### config.mk
export PLATFORM = sky130hd
export DESIGN_NAME = alu_pipe_ccr
export DESIGN_NICKNAME = d
export VERILOG_FILES = /design/src/rtl/alu_pipe_ccr.sv
export SDC_FILE = /design/constraint.sdc
export NUM_CORES = 1
export LEC_CHECK = 0
export ABC_AREA = 1
export CAP_MARGIN = 10
export CORE_UTILIZATION = 50
export CTS_BUF_LIST = sky130_fd_sc_hd__clkbuf_8
export DETAILED_ROUTE_END_ITERATION = 10
export GPL_ROUTABILITY_DRIVEN = 1
export PLACE_DENSITY_LB_ADDON = 0.15
export SYNTH_ARGS = -nofsm -noshare
export SYNTH_HDL_FRONTEND = slang
export SYNTH_SLANG_ARGS = --single-unit
### constraint.sdc
create_clock -name CLK -period 2.35 [get_ports CLK]
set_clock_uncertainty 0.1 [all_clocks]
set_input_delay 0.705 -clock CLK [delete_from_list [all_inputs] [get_ports CLK]]
set_output_delay 0.705 -clock CLK [all_outputs]
set_load 0.01 [all_outputs]
### src/rtl/alu_pipe_ccr.sv
// EX-stage ALU with registered result and a persistent {Z,N,C,V} condition-code register.
// Define ALU_MUL_EN to add the iterative shift-add multiplier on opcode 9 (MUL_RUN state).
module alu_pipe_ccr #(
    parameter int WIDTH = 8
) (
    input  logic             CLK,
    input  logic             RST_N,
    input  logic             in_valid,
    output logic             in_ready,
    input  logic [3:0]       opcode,
    input  logic [1:0]       func,
    input  logic [WIDTH-1:0] A,
    input  logic [WIDTH-1:0] B,
    input  logic             flush,
    input  logic             ccr_wr,
    input  logic [3:0]       ccr_in,
    output logic             out_valid,
    output logic [WIDTH-1:0] result,
    output logic [WIDTH-1:0] result_hi,
    output logic [3:0]       ccr
);

    // Handshake: an op is taken on a rising edge where in_valid & in_ready & !flush;
    // out_valid is a one-cycle pulse, with no back-pressure, when result/ccr are final.
`ifdef ALU_MUL_EN
    typedef enum logic {IDLE = 1'b0, MUL_RUN = 1'b1} state_t;
`else
    typedef enum logic {IDLE = 1'b0} state_t;
`endif

    state_t state, next_state;
    logic   accept;
    logic   is_mul;

    assign in_ready = (state == IDLE);
    assign accept   = in_valid & in_ready & ~flush;
`ifdef ALU_MUL_EN
    assign is_mul   = (opcode == 4'd9);
`else
    assign is_mul   = 1'b0;
`endif

    // Single-cycle datapath
    logic [WIDTH:0]   add_sum, adc_sum, sub_diff, inc_sum, dec_diff;
    logic [WIDTH-1:0] alu_r;
    logic             f_z, f_n, f_c, f_v, upd_zn;

    assign add_sum  = {1'b0, A} + {1'b0, B};
    assign adc_sum  = add_sum + {{WIDTH{1'b0}}, ccr[1]};
    assign sub_diff = {1'b0, A} - {1'b0, B};
    assign inc_sum  = {1'b0, B} + {{WIDTH{1'b0}}, 1'b1};
    assign dec_diff = {1'b0, B} - {{WIDTH{1'b0}}, 1'b1};

    always_comb begin
        alu_r  = '0;
        f_z    = ccr[3];
        f_n    = ccr[2];
        f_c    = ccr[1];
        f_v    = ccr[0];
        upd_zn = 1'b0;
        case (opcode)
            4'd1: begin
                alu_r  = B;
                upd_zn = 1'b1;
            end
            4'd2: begin
                alu_r  = add_sum[WIDTH-1:0];
                f_c    = add_sum[WIDTH];
                f_v    = (A[WIDTH-1] == B[WIDTH-1]) && (alu_r[WIDTH-1] != A[WIDTH-1]);
                upd_zn = 1'b1;
            end
            4'd3: begin
                alu_r  = sub_diff[WIDTH-1:0];
                f_c    = sub_diff[WIDTH];
                f_v    = (A[WIDTH-1] != B[WIDTH-1]) && (alu_r[WIDTH-1] != A[WIDTH-1]);
                upd_zn = 1'b1;
            end
            4'd4: begin
                alu_r  = A & B;
                upd_zn = 1'b1;
            end
            4'd5: begin
                alu_r  = A | B;
                upd_zn = 1'b1;
            end
            4'd6: begin
                case (func)
                    2'b00: begin
                        alu_r  = {B[WIDTH-2:0], ccr[1]};
                        f_c    = B[WIDTH-1];
                        upd_zn = 1'b1;
                    end
                    2'b01: begin
                        alu_r  = {ccr[1], B[WIDTH-1:1]};
                        f_c    = B[0];
                        upd_zn = 1'b1;
                    end
                    2'b10:   f_c = 1'b1;
                    default: f_c = 1'b0;
                endcase
            end
            4'd7: begin
                alu_r  = adc_sum[WIDTH-1:0];
                f_c    = adc_sum[WIDTH];
                f_v    = (A[WIDTH-1] == B[WIDTH-1]) && (alu_r[WIDTH-1] != A[WIDTH-1]);
                upd_zn = 1'b1;
            end
            4'd8: begin
                upd_zn = 1'b1;
                case (func)
                    2'b00: alu_r = ~B;
                    2'b01: alu_r = -B;
                    2'b10: begin
                        alu_r = inc_sum[WIDTH-1:0];
                        f_c   = inc_sum[WIDTH];
                        f_v   = ~B[WIDTH-1] & alu_r[WIDTH-1];
                    end
                    default: begin
                        alu_r = dec_diff[WIDTH-1:0];
                        f_c   = dec_diff[WIDTH];
                        f_v   = B[WIDTH-1] & ~alu_r[WIDTH-1];
                    end
                endcase
            end
            default: alu_r = '0;
        endcase
        if (upd_zn) begin
            f_z = (alu_r == '0);
            f_n = alu_r[WIDTH-1];
        end
    end

`ifdef ALU_MUL_EN
    localparam int CW = $clog2(WIDTH + 1);
    logic [WIDTH-1:0] mul_a, mul_hi, mul_lo, step_hi, step_lo;
    logic [WIDTH:0]   mul_sum;
    logic [CW-1:0]    mul_cnt;

    // One shift-add step: conditionally add A into the high half, then shift {carry,hi,lo} right.
    assign mul_sum = {1'b0, mul_hi} + (mul_lo[0] ? {1'b0, mul_a} : {(WIDTH+1){1'b0}});
    assign step_hi = mul_sum[WIDTH:1];
    assign step_lo = {mul_sum[0], mul_lo[WIDTH-1:1]};
`endif

    always_comb begin
        next_state = state;
`ifdef ALU_MUL_EN
        case (state)
            IDLE:    if (accept && is_mul) next_state = MUL_RUN;
            MUL_RUN: if (mul_cnt == CW'(1)) next_state = IDLE;
            default: next_state = IDLE;
        endcase
`endif
        if (flush) next_state = IDLE;
    end

    always_ff @(posedge CLK or negedge RST_N) begin
        if (!RST_N) state <= IDLE;
        else        state <= next_state;
    end

    always_ff @(posedge CLK or negedge RST_N) begin
        if (!RST_N) begin
            result    <= '0;
            result_hi <= '0;
            ccr       <= '0;
            out_valid <= 1'b0;
`ifdef ALU_MUL_EN
            mul_a     <= '0;
            mul_hi    <= '0;
            mul_lo    <= '0;
            mul_cnt   <= '0;
`endif
        end else begin
            out_valid <= 1'b0;
            if (accept && !is_mul) begin
                result    <= alu_r;
                result_hi <= '0;
                ccr       <= {f_z, f_n, f_c, f_v};
                out_valid <= 1'b1;
            end
`ifdef ALU_MUL_EN
            if (accept && is_mul) begin
                mul_a   <= A;
                mul_hi  <= '0;
                mul_lo  <= B;
                mul_cnt <= CW'(WIDTH);
            end
            if (state == MUL_RUN && !flush) begin
                mul_hi  <= step_hi;
                mul_lo  <= step_lo;
                mul_cnt <= mul_cnt - CW'(1);
                if (mul_cnt == CW'(1)) begin
                    result    <= step_lo;
                    result_hi <= step_hi;
                    ccr       <= {(step_lo == '0), step_lo[WIDTH-1], (step_hi != '0), ccr[0]};
                    out_valid <= 1'b1;
                end
            end
`endif
            // Context restore overrides any flag update landing on the same edge.
            if (ccr_wr) ccr <= ccr_in;
        end
    end

endmodule
Yosys cells after proc, flatten, opt, wreduce, memory -nomap -nowiden:

Index checks and enable logic that the tools add are counted.

* flip-flop bits (word level): 13
* input bits: 31
* logic and storage cells: 65

* eq/ne operators: 16
* reduce and logical (&&, ||, !) cells: 14
* bitwise gates (word level): 9
* add/sub/neg operators: 6
* muxes and demuxes: 15

Operator list (number)
* $pmux 8 s8: 1
* $pmux 8 s3: 1
* $eq 4x3->1 const B: 4
* $pmux 8 s2: 1
* $add 8x1->9 const B: 1
* $add 8x8->9: 1
* $add 9x1->9: 1
* $sub 8x1->9 const B: 1
* $sub 8x8->9: 1
* $and 8x8->8: 1
* $eq 4x2->1 const B: 2
* $logic_not 8->1: 1
* $mux 4: 2
* $neg 8->8: 1
* $not 8->8: 1
* $or 8x8->8: 1
* $reduce_or 7->1: 1
* $pmux 1 s2: 3
* $reduce_and 3->1: 2
* $reduce_bool 6->1: 1
* $pmux 1 s5: 1
* $reduce_bool 5->1: 1
* $eq 4x1->1 const B: 1
* $eq 4x4->1 const B: 1
* other kinds (15): 28

Depth between registers and ports, before layout:

* depth in word-level cells: 7
* depth in mapped cells: 19
* gate-level depth less buffers: 18

Least setup slack after synthesis:

Ideal clock, no wire load.

* kind: input -> register
* from: in A[0]
* to: reg ccr[1]
* data required time: 2134 ps
* arrival time: 2503 ps
* slack: -369 ps
* library setup time: 116 ps
* stages: 16
* cell sequence: ha_1 -> fa_1 -> ha_1 -> nand3_1 -> inv_1 -> nand3_1 -> nor2_2 -> nand3_1 -> nor2_1 -> nand2_1 -> nand3_1 -> nand2_1 -> nand2_1 -> nand2_1 -> nand2_1 -> nand2_1

* word-level cells in the longest chain between the ends: 5
* elaborated cells between the ends (all ways): 6

Ends and longest elaborated chain
* start, declared: line 12 `input logic [WIDTH-1:0] A,`
* $add 8x8->9: line 48 `assign add_sum = {1'b0, A} + {1'b0, B};`
* $add 9x1->9: line 49 `assign adc_sum = add_sum + {{WIDTH{1'b0}}, ccr[1]};`
* $pmux 1 s5 *: line 61 `case (opcode)`
* $mux 4 *: line 176 `if (accept && !is_mul) begin`
* $mux 4 *: line 202 `if (ccr_wr) ccr <= ccr_in;`
* end signal, assigned: line 179 `ccr <= {f_z, f_n, f_c, f_v};`
* end signal, assigned: line 202
* end, declared: line 20 `output logic [3:0] ccr`

Mark *: on every way between the ends. The rest lies on a longest branch, timed or not. The select of a mux whose other input is x is not followed.
A chain may end at the register's enable or synchronous reset.

Worst setup path in the final report:

* from: in A[0]
* to: reg ccr[3]

* word-level cells in the longest chain between the ends: 7
* elaborated cells between the ends (all ways): 10

Ends and longest elaborated chain
* $add 8x8->9: line 48
* $add 9x1->9: line 49
* $pmux 8 s8 *: line 61
* $logic_not 8->1 *: line 128 `f_z = (alu_r == '0);`
* $mux 1 *: line 127 `if (upd_zn) begin`
* $mux 4 *: line 176
* $mux 4 *: line 202

Marked as above.

==> flow_summary.yaml <==
yosys:
  yosysTopAreaCell: "nand2_1"
  synthMuxAreaShare: 0
  synth_edf_count: 0
  yosysWarningCount: 0
  synth_cell_types: 42
  netlist_area_um2: 3060
  synth_top_family_by_area: "simple AND/OR/NAND/NOR gates"
  ys_ff_latch: 13
  synth_xor_area_frac: 0.0172
  syn_inst: 525
  synth_top_area_share: 0.179
  syn_avg_cell_area_um2: 5.83
  synth_fa_ha_area_frac: 0.136
  synth_compound_area_frac: 0.130
  yosys.area_share.simple: 0.475
  synthArstFlopShare: 1.00
  synth-seq-area-share: 0.106
  yosys_most_used_dff: "dfrtp_1"
  ys_top_cells_by_area: "nand2_1 (18%), ha_1 (12%), dfrtp_1 (11%)"
min_path:
  hold_class: "flop to flop"
setup_path:
  path_delay_family: "simple AND/OR/NAND/NOR gates"
  cp-end-kind: "flop"
  critPathRequiredTime_ps: 2420
  slowest_stage: "fa_2"
  worstPathCellList: "buf_8 > ha_4 > fa_2 > ha_4 > nand3_2 > nand2_1 > nor2_1 > nor2_1 > nand2_1 > nor2_2 > nand2_1 > nor2_1 > nand2_1 > nor2_2 > nand3_2 > a21oi_2"
  cp.arrival_ps: 2850
  crit_type: "input pin to flop"
  cp_max_fo: 2
  slowest_delay_ps: 570
  path_buf_inv: 1
  critPathLaunchType: "input pin"
  cpMostUsedCell: "nand2_1"
global_route:
  grt_pass1_wl_mm: 19.5
  antenna_found_initial: 0
  grt_pass1_vias: 4226
  grt-ovfl-total: 0
  grtUsageTotal: 0.393
  grt_max_degree: 14
drt:
  vias: 4166
  wl_met2_mm: 6.03
  drt-met1-wl_mm: 4.67
  routed.top_layer: "met4"
  drtIter0Drc: 415
  drc: 1
  antenna_left: 0
  via_per_inst: 5.57
  wl_per_cell_um: 16.4
  wl_met3_mm: 1.08
  firstDrtPassIters: 10
  drt-total-wl_mm: 12.3
floorplan:
  io_pins: 53
  die_area_um2: 6440
  num_rows: 28
  initial_core_util: 0.517
  die_h_um: 80.2
  die_x_um: 80.2
  coreArea_um2: 5920
sta:
  layout_min_cycle_time_ps: 2770
  fin_crit_sh: 1.18
  rsz0062_at_grt: "true"
  setup_viol: 10
  fin_setup_tns_ps: -2430
  hold_viol_final: 0
  slew_violations: 0
  fmax_ghz: 0.361
  fin_ws_ps: -423
  worst-slew-pin-transition_ps: 592
  relSlewSlack: 0.604
run_status:
  outcome: "complete, but fails checks"
  failed_checks: "design-rule violations, negative setup slack"
power:
  ir_drop_mv: 0.391
  p_per_area_nw_per_um2: 320
  p_leak_nw: 2.39
  total_power_w: 0.00152
finish:
  nNetsFinal: 737
  drive_above_1_share: 0.352
  final_util: 0.800
  final_cell_mix: "nand2_1 (133), buf_4 (105), nand3_1 (51)"
  synthToLayoutAreaGrowth_pct: 54.8
  num_antenna_cells: 0
  mostFrequentLayoutCell: "nand2_1"
clock_network:
  cts_buffer_depth: 2
  root_buffer: "clkbuf_8"
  h-tree-depth: 1
  clk_pin_slew_ps: 60
  cts_buffers: 3
  clkSinkCount: 13
  worstSkewPairLatency_ps: 240
  cts_tree: "done"
placement:
  place.gp.congestion: 1.01
  io_buffers: 43
  dp_hpwl_mm: 9.51
run:
  drv_cap: 0
[stage by stage]
step / area (um^2) / instances / setup slack (ps) / hold WS, ps
after global routing: 4740 / 748 / -572 / 406
after CTS: 4640 / 744 / -360 / 389
after detailed placement: 4280 / 730 / -1100 / 374
after global placement: 4280 / 730 / -945 / 361
after floorplan: 3140 / 532 / -297 / 309
final: 4740 / 748 / -423 / 393
[logic make-up after synthesis]
family	Yosys count
xor gates and xnor gates	6
adders and majority gates	32
and+or+nand+nor	313
AOI/OAI and AO/OA	71
buffers and inverters	88
other	2
DFF	13
[registers in the layout (all words and copies together), names as in the netlist]
name	cells
out_valid	1
result	8
ccr	4
[timing repair]
action / in CTS / in global routing
pin swaps: 45 / 26
setup endpoints to repair: 12 / 11
gates cloned: 0 / 0
hold buffers: 0 / 0
setup buffers: 12 / 5
gates resized for setup: 106 / 24
[cells in the mapped netlist, types with 2 or more instances]
cell type,instances
nand2_1,146
nand3_1,64
inv_1,57
nor2_1,57
ha_1,30
a21oi_1,24
o21ai_0,19
buf_4,13
dfrtp_1,13
o21ai_1,11
inv_2,10
nand2_2,8
nand4_1,6
nor2_2,6
nor2_4,6
nand3_2,5
xor2_1,5
nor3_1,4
a31oi_1,3
buf_6,3
nand2_4,3
nand3b_1,3
o211ai_1,3
o22ai_1,3
a21oi_2,2
clkinv_1,2
conb_1,2
fa_1,2
o2111ai_1,2
[tightest hold or removal path, stage by stage, from the launching register on]
cell and delay, ps:
dfrtp_1 340, nand2_1 60, nand2_1 60
[final timing paths]
path / slack (ps) / cells after the start / start / end
max in group asynchronous: 1030 / 1 / RST_N / result[7]
worst min-delay path: 390 / 2 / result[6] / result[6]
worst max register to register: 200 / 13 / ccr[1] / ccr[3]
min in group asynchronous: 740 / 1 / RST_N / result[4]
worst max-delay path: -420 / 16 / A[0] / ccr[3]
worst min register to register: 390 / 2 / result[6] / result[6]
[metal layers]
layer	up-vias	track usage
li1	1984	-
met2	257	0.685
met3	58	0.0636
met4	0	0.209
met1	1867	0.456
met5	-	0
[report_power, final]
| group | switching (W) | internal, W | total, W |
|---|---|---|---|
| Combinational | 0.000570 | 0.000467 | 0.00104 |
| Sequential | 0.0000256 | 0.000259 | 0.000284 |
| Clock | 0.0000814 | 0.000115 | 0.000197 |
| Total | 0.000677 | 0.000841 | 0.00152 |
[layout make-up]
| cell class | count | area, um^2 |
|---|---|---|
| Multi-Input combinational cell | 431 | 2700 |
| Fill cell | 456 | 1180 |
| Clock buffer | 3 | 41.3 |
| Tap cell | 75 | 93.8 |
| Clock inverter | 1 | 3.75 |
| Sequential cell | 13 | 325 |
| Timing Repair Buffer | 155 | 1300 |
| Inverter | 70 | 270 |
Power figures use the tool's default switching activity.
